$ cat src/rtl/prom_xfer_pkg.sv
// prom_xfer_pkg: shared state encoding and widths for the PROM-to-FIFO parameter transfer
package prom_xfer_pkg;

    typedef enum logic [2:0] {
        IDLE    = 3'd0,
        REQ     = 3'd1,
        WAIT_DV = 3'd2,
        WRITE   = 3'd3,
        STALL   = 3'd4,
        DONE    = 3'd5
    } xfer_state_e;

    localparam int WORD_W   = 16;
    localparam int CRC_WRDS = 2;

endpackage

$ cat src/rtl/prom_param_xfer.sv
// prom_param_xfer: copies one parameter block from the serial-PROM read port into the slow parameter FIFO
module prom_param_xfer
    import prom_xfer_pkg::*;
#(
    parameter logic [8:0]  MAX_WRDS  = 9'd34,
    parameter logic [15:0] BASE_ADDR = 16'h0000,
    parameter logic [7:0]  TMO_CYC   = 8'd255
) (
    input  logic              CLK,
    input  logic              RST_N,
    input  logic              AL_PROM2FF,
    input  logic              CRC,
    output logic              PROM_RD_REQ,
    output logic [15:0]       PROM_ADDR,
    input  logic [WORD_W-1:0] PROM_DATA,
    input  logic              PROM_DV,
    output logic              FF_WE,
    output logic [WORD_W-1:0] FF_DIN,
    input  logic              FF_FULL,
    output logic              XFER_DONE,
    output logic              XFER_ERR,
    output logic [5:0]        XFER_CNT,
    output logic [2:0]        XFER_STATE
);

    localparam logic [5:0] MAX6 = MAX_WRDS[5:0];

    xfer_state_e state, nxt;
    logic        start_pend, start;
    logic [5:0]  n_wrds, cnt_nxt;
    logic [7:0]  tmo, tmo_nxt;

    assign start      = state == IDLE && (start_pend || AL_PROM2FF);
    assign XFER_STATE = state;

    always_comb begin
        nxt     = state;
        cnt_nxt = XFER_CNT;
        tmo_nxt = tmo;
        case (state)
            IDLE: if (start) begin
                nxt     = REQ;
                cnt_nxt = '0;
                tmo_nxt = '0;
            end
            REQ: begin
                nxt     = WAIT_DV;
                tmo_nxt = '0;
            end
            WAIT_DV: begin
                tmo_nxt = tmo + 8'd1;
                nxt     = PROM_DV ? (FF_FULL ? STALL : WRITE) : (tmo_nxt == TMO_CYC ? DONE : WAIT_DV);
            end
            STALL: nxt = FF_FULL ? STALL : WRITE;
            WRITE: begin
                cnt_nxt = XFER_CNT == 6'd63 ? XFER_CNT : XFER_CNT + 6'd1;
                nxt     = cnt_nxt == n_wrds ? DONE : REQ;
            end
            DONE: nxt = IDLE;
            default: nxt = IDLE;
        endcase
    end

    // Strobes and address are registered from the next state so they line up exactly with REQ/WRITE.
    always_ff @(posedge CLK or negedge RST_N) begin
        if (!RST_N) begin
            state       <= IDLE;
            start_pend  <= 1'b1;
            n_wrds      <= MAX6;
            tmo         <= '0;
            XFER_CNT    <= '0;
            XFER_DONE   <= 1'b0;
            XFER_ERR    <= 1'b0;
            PROM_RD_REQ <= 1'b0;
            PROM_ADDR   <= BASE_ADDR;
            FF_WE       <= 1'b0;
            FF_DIN      <= '0;
        end else begin
            state       <= nxt;
            tmo         <= tmo_nxt;
            XFER_CNT    <= cnt_nxt;
            start_pend  <= start ? 1'b0 : (AL_PROM2FF && state == DONE) ? 1'b1 : start_pend;
            n_wrds      <= start ? (CRC ? MAX6 + 6'(CRC_WRDS) : MAX6) : n_wrds;
            PROM_RD_REQ <= nxt == REQ;
            PROM_ADDR   <= nxt == REQ ? BASE_ADDR + {10'd0, cnt_nxt} : PROM_ADDR;
            FF_WE       <= nxt == WRITE;
            FF_DIN      <= (state == WAIT_DV && PROM_DV) ? PROM_DATA : FF_DIN;
            XFER_DONE   <= nxt == DONE ? 1'b1 : start ? 1'b0 : XFER_DONE;
            XFER_ERR    <= (state == WAIT_DV && nxt == DONE) ? 1'b1 : start ? 1'b0 : XFER_ERR;
        end
    end

endmodule
$ cat config.mk
export PLATFORM = sky130hd
export DESIGN_NAME = prom_param_xfer
export DESIGN_NICKNAME = d
export VERILOG_FILES = /design/src/rtl/prom_xfer_pkg.sv /design/src/rtl/prom_param_xfer.sv
export SDC_FILE = /design/constraint.sdc
export NUM_CORES = 1
export LEC_CHECK = 0
export BUFFER_PORTS_ARGS = -buffer_cell sky130_fd_sc_hd__buf_2
export CORE_MARGIN = 2
export CORE_UTILIZATION = 55
export CTS_CLUSTER_SIZE = 8
export DETAILED_ROUTE_END_ITERATION = 12
export GPL_TIMING_DRIVEN = 0
export PLACE_DENSITY = 0.82
export SLEW_MARGIN = 5
export SYNTH_ARGS = -nofsm -noshare
export SYNTH_HDL_FRONTEND = slang
export SYNTH_SLANG_ARGS = --single-unit
$ cat constraint.sdc
create_clock -name CLK -period 4.1 [get_ports CLK]
set_clock_uncertainty 0.2 [all_clocks]
set_input_delay 0.82 -clock CLK [delete_from_list [all_inputs] [get_ports CLK]]
set_output_delay 0.82 -clock CLK [all_outputs]
set_load 0.03 [all_outputs]
# After elaboration in Yosys (flattened, before gate mapping)
# Cells that the tools add are included.
# op_classes
n_eq_ne,12
n_reduce_logical,11
mux,17
add_sub_neg,2
# op_table
op,count
$pmux W8 S3,1
$mux W3,6
$pmux W3 S5,1
$mux W6,2
$pmux W6 S2,1
$eq A3 B2 Y1 const B,3
$eq A3 B3 Y1 const B,3
$add A8 B1 Y8 const B,1
$eq A8 B8 Y1 const B,1
$mux W8,1
$add A6 B1 Y6 const B,1
$eq A3 B1 Y1 const B,2
$eq A6 B6 Y1,1
$eq A6 B6 Y1 const B,1
$reduce_bool A2 Y1,3
$mux W1,5
$logic_and A1 B1 Y1,4
$logic_not A3 Y1,1
$reduce_bool A3 Y1,1
$ne A2 B2 Y1 const B,1
$reduce_and A2 Y1,1
$logic_or A1 B1 Y1,1
# totals
regBits,50
out_inout_bits,45
elab_cells,53
in_bits,22

# Longest topological paths before layout
# Gate-level depths: netlist of run 1.
# depth
depth_word,8
depth_mapped,9
depth_no_buf,7

# Worst setup path after synthesis of run 1
# OpenSTA, ideal clock, no wires.
# synth_path
kind,reg2reg
start,register XFER_CNT[0]
end,register PROM_ADDR[1]
required_ns,3.775
n_path_buf,2
synth_period_minus_slack_ns,2.824
setup_time_ns,0.125
setup_slack_ns,1.276
arrival_time_ns,2.498
path_stages_with_launch,10
path_cell_list,dfrtp_1 -> ha_1 -> clkbuf_1 -> nand3_1 -> mux2i_1 -> or4_1 -> o21a_1 -> o211a_1 -> buf_6 -> mux2_4
# synth_via
elab_chain_len,6
word_cells_on_any_way,8
cone_classes,add/sub: 1; eq/ne: 3; mux: 4
# synth_rtl
item,line,source
"start, declared",prom_param_xfer.sv:22,"output logic [5:0] XFER_CNT,"
"start signal, assigned",prom_param_xfer.sv:81,XFER_CNT <= cnt_nxt;
$add A6 B1 Y6 or $eq A6 B6 Y1 (tied branches),prom_param_xfer.sv:56,cnt_nxt = XFER_CNT == 6'd63 ? XFER_CNT : XFER_CNT + 6'd1;
$mux W6 (*),prom_param_xfer.sv:56,
$eq A6 B6 Y1,prom_param_xfer.sv:57,nxt = cnt_nxt == n_wrds ? DONE : REQ;
$mux W3,prom_param_xfer.sv:57,
$pmux W3 S5,prom_param_xfer.sv:40,case (state)
$eq A3 B1 Y1,prom_param_xfer.sv:85,"PROM_ADDR <= nxt == REQ ? BASE_ADDR + {10'd0, cnt_nxt} : PROM_ADDR;"
"end signal, assigned",prom_param_xfer.sv:85,
"end, declared",prom_param_xfer.sv:14,"output logic [15:0] PROM_ADDR,"
# Mark *: on every way between the ends. The rest lies on a longest branch, timed or not.
# A chain may end at the register's enable or synchronous reset.

# Final worst setup path of run 1
# layout_path
start,register state[1] (netlist: XFER_STATE[1])
end,register FF_DIN[15]
# layout_via
elab_chain_len,2
# layout_rtl
item,line,source
"start, declared",prom_param_xfer.sv:28,"xfer_state_e state, nxt;"
"start signal, assigned",prom_param_xfer.sv:79,state <= nxt;
$eq A3 B2 Y1,prom_param_xfer.sv:87,FF_DIN <= (state == WAIT_DV && PROM_DV) ? PROM_DATA : FF_DIN;
$logic_and A1 B1 Y1,prom_param_xfer.sv:87,
"end signal, assigned",prom_param_xfer.sv:87,
"end, declared",prom_param_xfer.sv:18,"output logic [WORD_W-1:0] FF_DIN,"
# No other way between the ends.

==> run_results.csv, run 1 <==
group,metric,value,unit
finish,area_delta_synth_final,19.6,%
synth,yosys-top-cells-count,"44 x dfrtp_1, 30 x nand2_1, 19 x o21ai_0",
synth,synth-compound-area-share,13.5,%
synth,synthXorXnorAreaFrac,1.83,%
clock_network,clockBufferDepth,2,
finish,fillCellCount,348,
routing,drt_pass1_iterations,4,
synth,yosys.area.top_type,"dfrtp_1",
synth,yosysTopAreaCellShare,45.9,%
synth,ys_async_sr_fraction,100,%
clock_network,clock_sinks,46,
finish,num_antenna_cells,0,
power,powerDensity,654,nW/µm²
routing,first_iter_violations,113,
sta,hold_violations,0,
synth,syn_avg_cell_area,9.91,µm²
synth,synth_top_family_by_area,"simple AND/OR/NAND/NOR gates",
routing,ant_nets,0,
critical_path,crit_path_max_incr_delay,470,ps
floorplanning,die_h,70.0,µm
sta,fin_crit,3070,ps
clock_network,cts-buffers-inserted,5,
synth,muxShareOfSynthArea,10.2,%
floorplanning,die-area,4900,µm²
synth,synthFlopType,"dfrtp_1",
synth,synth_most_common_cell,"dfrtp_1",
clock_network,clk_latency,310,ps
global_route,grt_first_pass_wirelength,8140,µm
critical_path,cp.arrival,3070,ps
run,drv_cap,0,
place,place_area,2780,µm²
finish,fin_area,2870,µm²
critical_path,cp-end-kind,"flop",
power,power.leakage,1.43,nW
sta,max_freq,325,MHz
place,dpl.cell_count,359,
floorplanning,start_util,56.2,%
global_route,antenna_found_initial,0,
clock_network,cts_tree,"yes",
finish,drive_gt1_share,31.4,%
synth,ys_types,48,
critical_path,worstPathCellList,"clkbuf_1, nor2b_1, nor2b_1, and2_1, clkbuf_1, buf_1, mux2_2",
synth,synth_seq_cells,46,
routing,drc_errors,0,
synth,yosys_warnings,0,
clock_network,ctsHtreeMaxLevel,2,
clock_network,hold_buffers,0,
global_route,grt_max_degree,47,
sta,tns,0,ps
critical_path,crit_type,"reg2reg",
critical_path,crit_path_max_fanout,10,
clock_network,cts-root-buf,"clkbuf_8",
power,ir_worst_vdd,0.259,mV
floorplanning,io_pins,67,
finish,nNetsFinal,339,
global_route,track_usage,21.0,%
place,hpwlAfterDp,3670,µm
synth,synthSimpleGateAreaFrac,17.7,%
routing,wirelength,5020,µm
critical_path,cp.required,4100,ps
routing,vias,1971,
clock_network,post_cts_buffers,0,
run_status,status,"finished clean",
sta,drv_slew,0,
synth,syn_inst,242,
routing,vias_per_cell,5.37,
synth,synth_edf_count,0,
critical_path,cp-start-kind,"flop",
synth,synth_area_leaders,"dfrtp_1 46%, mux2_2 7.5%, nand2_1 4.7%",
synth,ys_seq_area_share,48.1,%
clock_network,clk_pin_slew,90,ps
finish,utilization,67.2,%
floorplanning,die_x,70.0,µm
global_route,first_global_vias,1797,
place,numPortBuffers,56,
sta,setup_viol,0,
sta,finalCritPeriodShare,75.0,%
routing,wire_per_inst,13.7,µm
synth,syn_area,2400,µm²
sta,rsz0062_at_grt,"no",
floorplanning,rows,24,
global_route,grt-ovfl-total,0,
finish,final_cell_count_no_fill,367,
critical_path,slowest_stage,"nor2b_1",
floorplanning,core-area,4260,µm²
synth,yosys.area_share.adder,1.57,%
sta,worstMarginPinSlew,993,ps
clock_network,postCtsResizedCells,0,
place,gp_congestion,0.865,
sta,slew-limit-headroom,33.8,%
hold_path,hp-class,"reg2reg",
layout by cell type (no fill, tap or decap), drive strengths merged, types with 4 or more instances in the layout:
| master | instances |
|---|---|
| buf | 68 |
| dfrtp | 44 |
| nand2 | 30 |
| o21ai | 19 |
| mux2 | 19 |
| clkbuf | 16 |
| a21oi | 13 |
| conb | 10 |
| inv | 9 |
| nor2 | 9 |
| nand3 | 9 |
| nor2b | 6 |
| nand2b | 6 |
| xnor2 | 4 |
| nor3 | 4 |
sequential cells by signal (all words and copies together), names as in the netlist:
signal	count
PROM_RD_REQ	1
FF_DIN	16
start_pend	1
FF_WE	1
PROM_ADDR	6
n_wrds	2
tmo	8
XFER_CNT	6
XFER_DONE	1
XFER_STATE	3
XFER_ERR	1
routing by layer:
metal	GRT usage [%]	wire [µm]
met2	32.8	2370
met1	28.7	2240
met4	7.91	64
met5	0	0
met3	4.91	346
logic make-up (layout without fill, tap and decap cells):
group | after synthesis | after routing
AO/OA/AOI/OAI | 53 | 53
buffers and inverters | 32 | 96
adder cells (fa/ha/maj) | 3 | 3
AND/OR/NAND/NOR | 81 | 81
other | 1 | 10
multiplexers | 21 | 21
flip-flops | 46 | 46
XOR/XNOR | 5 | 5
area by class of cell:
cell class	instances	area, µm²	area share, %
sequential	46	1150	40.2
multi-input combinational	173	1110	38.8
timing repair buffer	56	280	9.78
buffer	23	131	4.58
clock buffer	5	68.8	2.40
tap	52	65.1	2.27
inverter	9	33.8	1.18
clock inverter	3	21.3	0.742
per-stage QoR:
stage / power [mW] / setup slack [ps] / hold WS [ps]
2_1_floorplan: 1.36 / 1280 / 269
3_3_place_gp: 1.57 / 1100 / 255
3_5_place_dp: 1.61 / 1010 / 279
4_1_cts: 1.89 / 1000 / 302
5_1_grt: 1.99 / 756 / 324
6_report: 1.88 / 1030 / 304
worst max-delay path, delay by kind of cell (launching register included):
| family | cells | cell delay (ps) |
|---|---|---|
| multiplexers | 1 | 400 |
| AND/OR/NAND/NOR | 3 | 940 |
| buffers and inverters | 3 | 1060 |
| flip-flops | 1 | 360 |
final timing paths:
kind / to / cells past startpoint / from / slack [ps]
max: FF_DIN[15] / 7 / XFER_STATE[1] / 1030
min: start_pend / 2 / start_pend / 300
max reg2reg: FF_DIN[15] / 7 / XFER_STATE[1] / 1030
min reg2reg: start_pend / 2 / start_pend / 300
max in group asynchronous: FF_DIN[10] / 1 / RST_N / 2620
min in group asynchronous: XFER_ERR / 1 / RST_N / 470
power by group:
| part | leakage [nW] | internal, mW | switching [mW] |
|---|---|---|---|
| combinational | 0.797 | 0.324 | 0.582 |
| clock | 0.0441 | 0.120 | 0.158 |
| sequential | 0.591 | 0.599 | 0.0930 |
| total | 1.43 | 1.04 | 0.833 |
No activity file was read; power rests on OpenSTA's default activity.
==> run 2, diff against run 1 <==
--- a/config.mk
+++ b/config.mk
@@ -7,11 +7,11 @@
 export LEC_CHECK = 0
 export BUFFER_PORTS_ARGS = -buffer_cell sky130_fd_sc_hd__buf_2
 export CORE_MARGIN = 2
-export CORE_UTILIZATION = 55
+export CORE_UTILIZATION = 52
 export CTS_CLUSTER_SIZE = 8
 export DETAILED_ROUTE_END_ITERATION = 12
 export GPL_TIMING_DRIVEN = 0
-export PLACE_DENSITY = 0.82
+export PLACE_DENSITY = 0.78
 export SLEW_MARGIN = 5
 export SYNTH_ARGS = -nofsm -noshare
 export SYNTH_HDL_FRONTEND = slang
==> constraint.sdc (replaced) <==
create_clock -name CLK -period 3.2 [get_ports CLK]
set_clock_uncertainty 0.2 [all_clocks]
set_input_delay 0.64 -clock CLK [delete_from_list [all_inputs] [get_ports CLK]]
set_output_delay 0.64 -clock CLK [all_outputs]
set_load 0.03 [all_outputs]
==> run 2 against run 1 <==
Effect of this change: sequential cell count unchanged; highest routed layer unchanged; via count down 0.91%; die area grew 5.4%; worst setup slack worse by 740 ps; largest power group unchanged; combinational power rose by 27%; final cell count is the same; critical path type unchanged; hold slack got worse by 2.2 ps; non-clock buffer count unchanged; first-iteration DRC count is 9.7% lower; register-to-register slack got worse by 740 ps; cell area increased by 0.74%; fmax is 5.4% higher; largest cell class unchanged.
==> run_results.csv, run 2 (synthesis gave the netlist of run 1 again) <==
group,metric,value,unit
clock_network,clock_sinks,46,
sta,max_freq,343,MHz
clock_network,cts_tree,"yes",
global_route,first_global_vias,1828,
place,numPortBuffers,56,
global_route,grt_first_pass_wirelength,8440,µm
sta,worstMarginPinSlew,997,ps
critical_path,critical_path_buf_inv_count,1,
sta,rsz0062_at_grt,"no",
power,power.leakage,1.44,nW
run,drv_cap,0,
place,hpwlAfterDp,3410,µm
floorplanning,die_x,71.9,µm
finish,fin_area,2890,µm²
critical_path,worstPathCellList,"ha_1, nand3_1, xor2_1, a2111o_1, nor3_1, o211a_1, buf_6, mux2_4",
clock_network,cts-buffers-inserted,5,
floorplanning,die-area,5170,µm²
sta,hold_violations,0,
routing,vias_per_cell,5.32,
run_status,status,"finished clean",
floorplanning,rows,24,
finish,largest_reg_flops,16,
power,powerDensity,849,nW/µm²
power,ir_worst_vdd,0.329,mV
clock_network,clk_latency,290,ps
critical_path,slowest_stage,"nor3_1",
floorplanning,core-area,4380,µm²
clock_network,cts-root-buf,"clkbuf_8",
global_route,grt_max_degree,47,
place,gp_congestion,0.873,
floorplanning,die_h,71.9,µm
global_route,grt-ovfl-total,0,
critical_path,cp.arrival,2900,ps
critical_path,cp_top_family,"compound AO/OA/AOI/OAI gates",
finish,final_common_cell,"buf_2",
hold_path,hp-class,"in2async",
sta,hold_ws,302,ps
routing,wire_per_inst,13.2,µm
routing,drt_pass1_iterations,4,
finish,nNetsFinal,339,
floorplanning,start_util,54.7,%
routing,drc_errors,0,
critical_path,crit_type,"reg2reg",
routing,ant_nets,0,
routing,wirelength,4830,µm
finish,top_regs,"FF_DIN (16), tmo (8)",
critical_path,cp.required,3180,ps
critical_path,crit_path_max_incr_delay,480,ps
routing,first_iter_violations,102,
sta,slew-limit-headroom,33.5,%
sta,tns,0,ps
routing,vias,1953,
clock_network,clk_pin_slew,80,ps
clock_network,clockBufferDepth,2,
finish,final_cell_mix,"56 x buf_2, 44 x dfrtp_1, 30 x nand2_1",
finish,num_antenna_cells,0,
critical_path,crit_path_max_fanout,8,
place,place_area,2780,µm²
sta,finalCritPeriodShare,91.2,%
finish,drive_gt1_share,31.4,%
sta,fin_crit,2920,ps
finish,area_delta_synth_final,20.5,%
global_route,track_usage,20.4,%
sta,drv_slew,0,
critical_path,cp-end-kind,"flop",
global_route,antenna_found_initial,0,
critical_path,cp-start-kind,"flop",
clock_network,ctsHtreeMaxLevel,2,
sta,setup_viol,0,
floorplanning,io_pins,67,
finish,regMostFlops,"FF_DIN",
[run 2: cell types whose count changed in the layout (fill, tap and decap cells not counted), sizes merged]
cell | previous run | this run
buf | 68 | 67
clkinv | 2 | 0
clkbuf | 16 | 18
bufinv | 0 | 1
[run 2: area by class of cell]
class,count,area [µm²]
Clock buffer,6,72.6
Multi-Input combinational cell,173,1110
Sequential cell,46,1150
Timing Repair Buffer,56,280
Tap cell,52,65.1
Buffer,23,133
Clock inverter,2,37.5
Fill cell,355,1500
Inverter,9,33.8
[run 2: routing by layer]
layer	up-vias	global-route usage [%]	wire [µm]
met2	69	32.2	2170
met1	902	28.7	2220
li1	976	-	-
met5	-	0	0
met4	0	5.66	61
met3	6	4.72	378
[run 2: where the power goes]
part           switching [mW]  internal [mW]
clock network           0.192          0.233
logic                   0.737          0.415
registers               0.108          0.767
total                    1.04           1.41
[run 2: worst paths after layout]
path,cells past startpoint,startpoint,to,slack (ps)
worst min register to register,1,FF_DIN[9],FF_DIN[9],300
min in group CLK,1,FF_DIN[9],FF_DIN[9],300
worst max register to register,8,tmo[0],PROM_ADDR[1],280
worst min-delay path,1,RST_N,tmo[1],300
worst max-delay path,8,tmo[0],PROM_ADDR[1],280
max in group asynchronous,1,RST_N,XFER_DONE,1870
[run 2: what timing repair did]
| item | in CTS | in global routing |
|---|---|---|
| hold buffers | 0 | 0 |
| setup buffers | 0 | 0 |
| endpoints found under the setup margin | 0 | 10 |
| resized for setup | 0 | 1 |
[run 2: per-stage QoR]
step	util (%)	setup slack (ps)	power, mW	instances
2_1_floorplan	-	376	1.74	251
3_3_place_gp	63.3	173	2.02	359
5_1_grt	65.9	78.7	2.62	367
3_5_place_dp	63.3	192	2.05	359
6_report	65.9	282	2.45	367
4_1_cts	65.8	162	2.47	367
[run 2: worst register-to-register path, delay by kind of cell (launching register included)]
| family | cells | cell delay (ps) |
|---|---|---|
| buffers and inverters | 1 | 140 |
| DFF | 1 | 450 |
| adders and majority gates | 1 | 310 |
| AOI/OAI and AO/OA | 2 | 640 |
| and+or+nand+nor | 2 | 600 |
| muxes | 1 | 310 |
| xor gates and xnor gates | 1 | 170 |
==> run 3, diff against run 2 <==
--- a/config.mk
+++ b/config.mk
@@ -6,12 +6,14 @@
 export NUM_CORES = 1
 export LEC_CHECK = 0
 export BUFFER_PORTS_ARGS = -buffer_cell sky130_fd_sc_hd__buf_2
+export CELL_PAD_IN_SITES_DETAIL_PLACEMENT = 0
+export CELL_PAD_IN_SITES_GLOBAL_PLACEMENT = 1
 export CORE_MARGIN = 2
-export CORE_UTILIZATION = 52
+export CORE_UTILIZATION = 39
 export CTS_CLUSTER_SIZE = 8
 export DETAILED_ROUTE_END_ITERATION = 12
 export GPL_TIMING_DRIVEN = 0
-export PLACE_DENSITY = 0.78
+export PLACE_DENSITY = 0.77
 export SLEW_MARGIN = 5
 export SYNTH_ARGS = -nofsm -noshare
 export SYNTH_HDL_FRONTEND = slang
==> run 3 against run 2 <==
Effect of this change: sequential cell count unchanged; non-clock buffer count unchanged; count of clock-buffer cells in the layout fell by 1; sequential power grew 0.8%; total power grew 1.8%; final cell count up 6.3%; critical path depth down 1; critical path type unchanged; highest routed layer unchanged.
==> run_results.csv, run 3 (synthesis gave the netlist of run 1 again) <==
group,metric,value,unit
sta,hold_violations,0,
critical_path,crit_path_max_incr_delay,490,ps
clock_network,cts_tree,"yes",
routing,first_iter_violations,132,
sta,fin_crit,2940,ps
sta,tns,0,ps
clock_network,clk_latency,310,ps
finish,drive_gt1_share,31.7,%
finish,regArea,1150,µm²
power,p_total,2.50,mW
place,hpwlAfterDp,3720,µm
finish,utilization,49.3,%
floorplanning,start_util,40.5,%
run,drv_cap,0,
power,comb_power_share,46.7,%
clock_network,post_cts_buffers,0,
clock_network,cts-buffers-inserted,5,
power,ir_worst_vdd,0.441,mV
finish,area_delta_synth_final,21.8,%
sta,drv_slew,0,
critical_path,cp-end-kind,"flop",
finish,largest_reg_flops,16,
floorplanning,die_x,82.4,µm
place,gp_congestion,0.771,
critical_path,critical_path_buf_inv_count,3,
global_route,grt_first_pass_wirelength,8140,µm
global_route,grt-ovfl-total,0,
sta,finalCritPeriodShare,91.9,%
sta,max_freq,340,MHz
critical_path,cp.arrival,2930,ps
finish,final_common_cell,"buf_2",
sta,worstMarginPinSlew,999,ps
routing,vias,1919,
power,p_clk_share,18.0,%
finish,regMostFlops,"FF_DIN",
routing,ant_nets,0,
finish,num_antenna_cells,0,
power,p_seq_share,35.3,%
global_route,grt_max_degree,47,
routing,drc_errors,0,
routing,drt_pass1_iterations,4,
clock_network,hold_buffers,0,
floorplanning,io_pins,67,
hold_path,hp-class,"reg2reg",
power,power.leakage,1.45,nW
finish,multi_input_area,1110,µm²
routing,wirelength,5200,µm
finish,fillCellCount,594,
place,numPortBuffers,56,
critical_path,worstPathCellList,"clkbuf_1, nor2b_1, nor2b_1, and2_1, clkbuf_1, clkbuf_2, mux2_2",
critical_path,slowest_stage,"nor2b_1",
critical_path,cp_top_family,"simple AND/OR/NAND/NOR gates",
finish,final_cell_count_no_fill,390,
run_status,status,"finished clean",
sta,setup_viol,0,
clock_network,clk_pin_slew,90,ps
sta,rsz0062_at_grt,"no",
floorplanning,core-area,5920,µm²
power,swShare,43.2,%
power,p_int,1.42,mW
critical_path,crit_type,"reg2reg",
global_route,antenna_found_initial,0,
finish,top_regs,"FF_DIN (16), tmo (8)",
finish,nNetsFinal,339,
floorplanning,rows,28,
critical_path,cp-start-kind,"flop",
global_route,track_usage,15.8,%
routing,wire_per_inst,13.3,µm
critical_path,cp.required,3190,ps
finish,final_cell_mix,"56 x buf_2, 44 x dfrtp_1, 30 x nand2_1",
routing,vias_per_cell,4.92,
clock_network,cts-root-buf,"clkbuf_8",
place,dpl.cell_count,382,
power,p_switching,1.08,mW
sta,hold_ws,279,ps
power,powerDensity,855,nW/µm²
sta,slew-limit-headroom,33.4,%
global_route,first_global_vias,1696,
clock_network,clockBufferDepth,2,
floorplanning,die_h,82.4,µm
floorplanning,die-area,6790,µm²
clock_network,ctsHtreeMaxLevel,2,
clock_network,clock_sinks,46,
critical_path,crit_path_max_fanout,10,
run 3: changes by cell type in the layout (fill, tap and decap cells not counted), sizes merged:
cell	change
clkinv	+1
clkbuf	-1
inv	+1
clkinvlp	-1
run 3: metrics by stage:
step | cell area [µm²] | worst slack, ps
after floorplan | 2430 | 376
after global placement | 2810 | 99.7
after detailed placement | 2810 | 98.9
after CTS | 2920 | 67.3
after global routing | 2920 | 63.9
final | 2920 | 259
run 3: layout make-up:
type	instances	area share (%)
clock inverter	3	1.50
multi-input combinational	173	38.1
tap	75	3.21
sequential	46	39.5
clock buffer	5	2.36
buffer	23	4.54
inverter	9	1.16
timing repair buffer	56	9.60
run 3: routing by layer:
| layer | GRT usage (%) | wire, µm |
|---|---|---|
| met1 | 22.7 | 2550 |
| met2 | 23.4 | 2240 |
| met4 | 7.00 | 96 |
| met5 | 0 | 0 |
| met3 | 2.72 | 312 |
run 3: worst paths after layout:
| kind | start | to | slack (ps) | depth (start not counted) |
|---|---|---|---|---|
| min in group asynchronous | RST_N | tmo[1] | 290 | 1 |
| max reg2reg | XFER_STATE[1] | FF_DIN[4] | 260 | 7 |
| min reg2reg | XFER_DONE | XFER_DONE | 280 | 2 |
| max in group asynchronous | RST_N | XFER_STATE[1] | 1890 | 1 |
| max | XFER_STATE[1] | FF_DIN[4] | 260 | 7 |
| min | XFER_DONE | XFER_DONE | 280 | 2 |
run 3: power by group through the flow:
stage | Clock [mW] | Sequential, mW | Combinational (mW)
floorplan | 0 | 1.19 | 0.548
global placement | 0 | 0.885 | 1.16
detailed placement | 0 | 0.897 | 1.17
CTS | 0.465 | 0.885 | 1.18
global route | 0.486 | 0.910 | 1.27
finish | 0.449 | 0.882 | 1.17
run 3: worst reg2reg max path: cells and delay by family (launching register included):
kind          cells  cell delay, ps
mux               1             380
buf+inv           3             940
flops             1             350
simple gates      3             970
run 3: what timing repair did:
item | 4_1_cts | 5_1_grt
setup endpoints to repair | 0 | 10
gates resized for setup | 0 | 1
hold endpoints to repair | 0 | 0
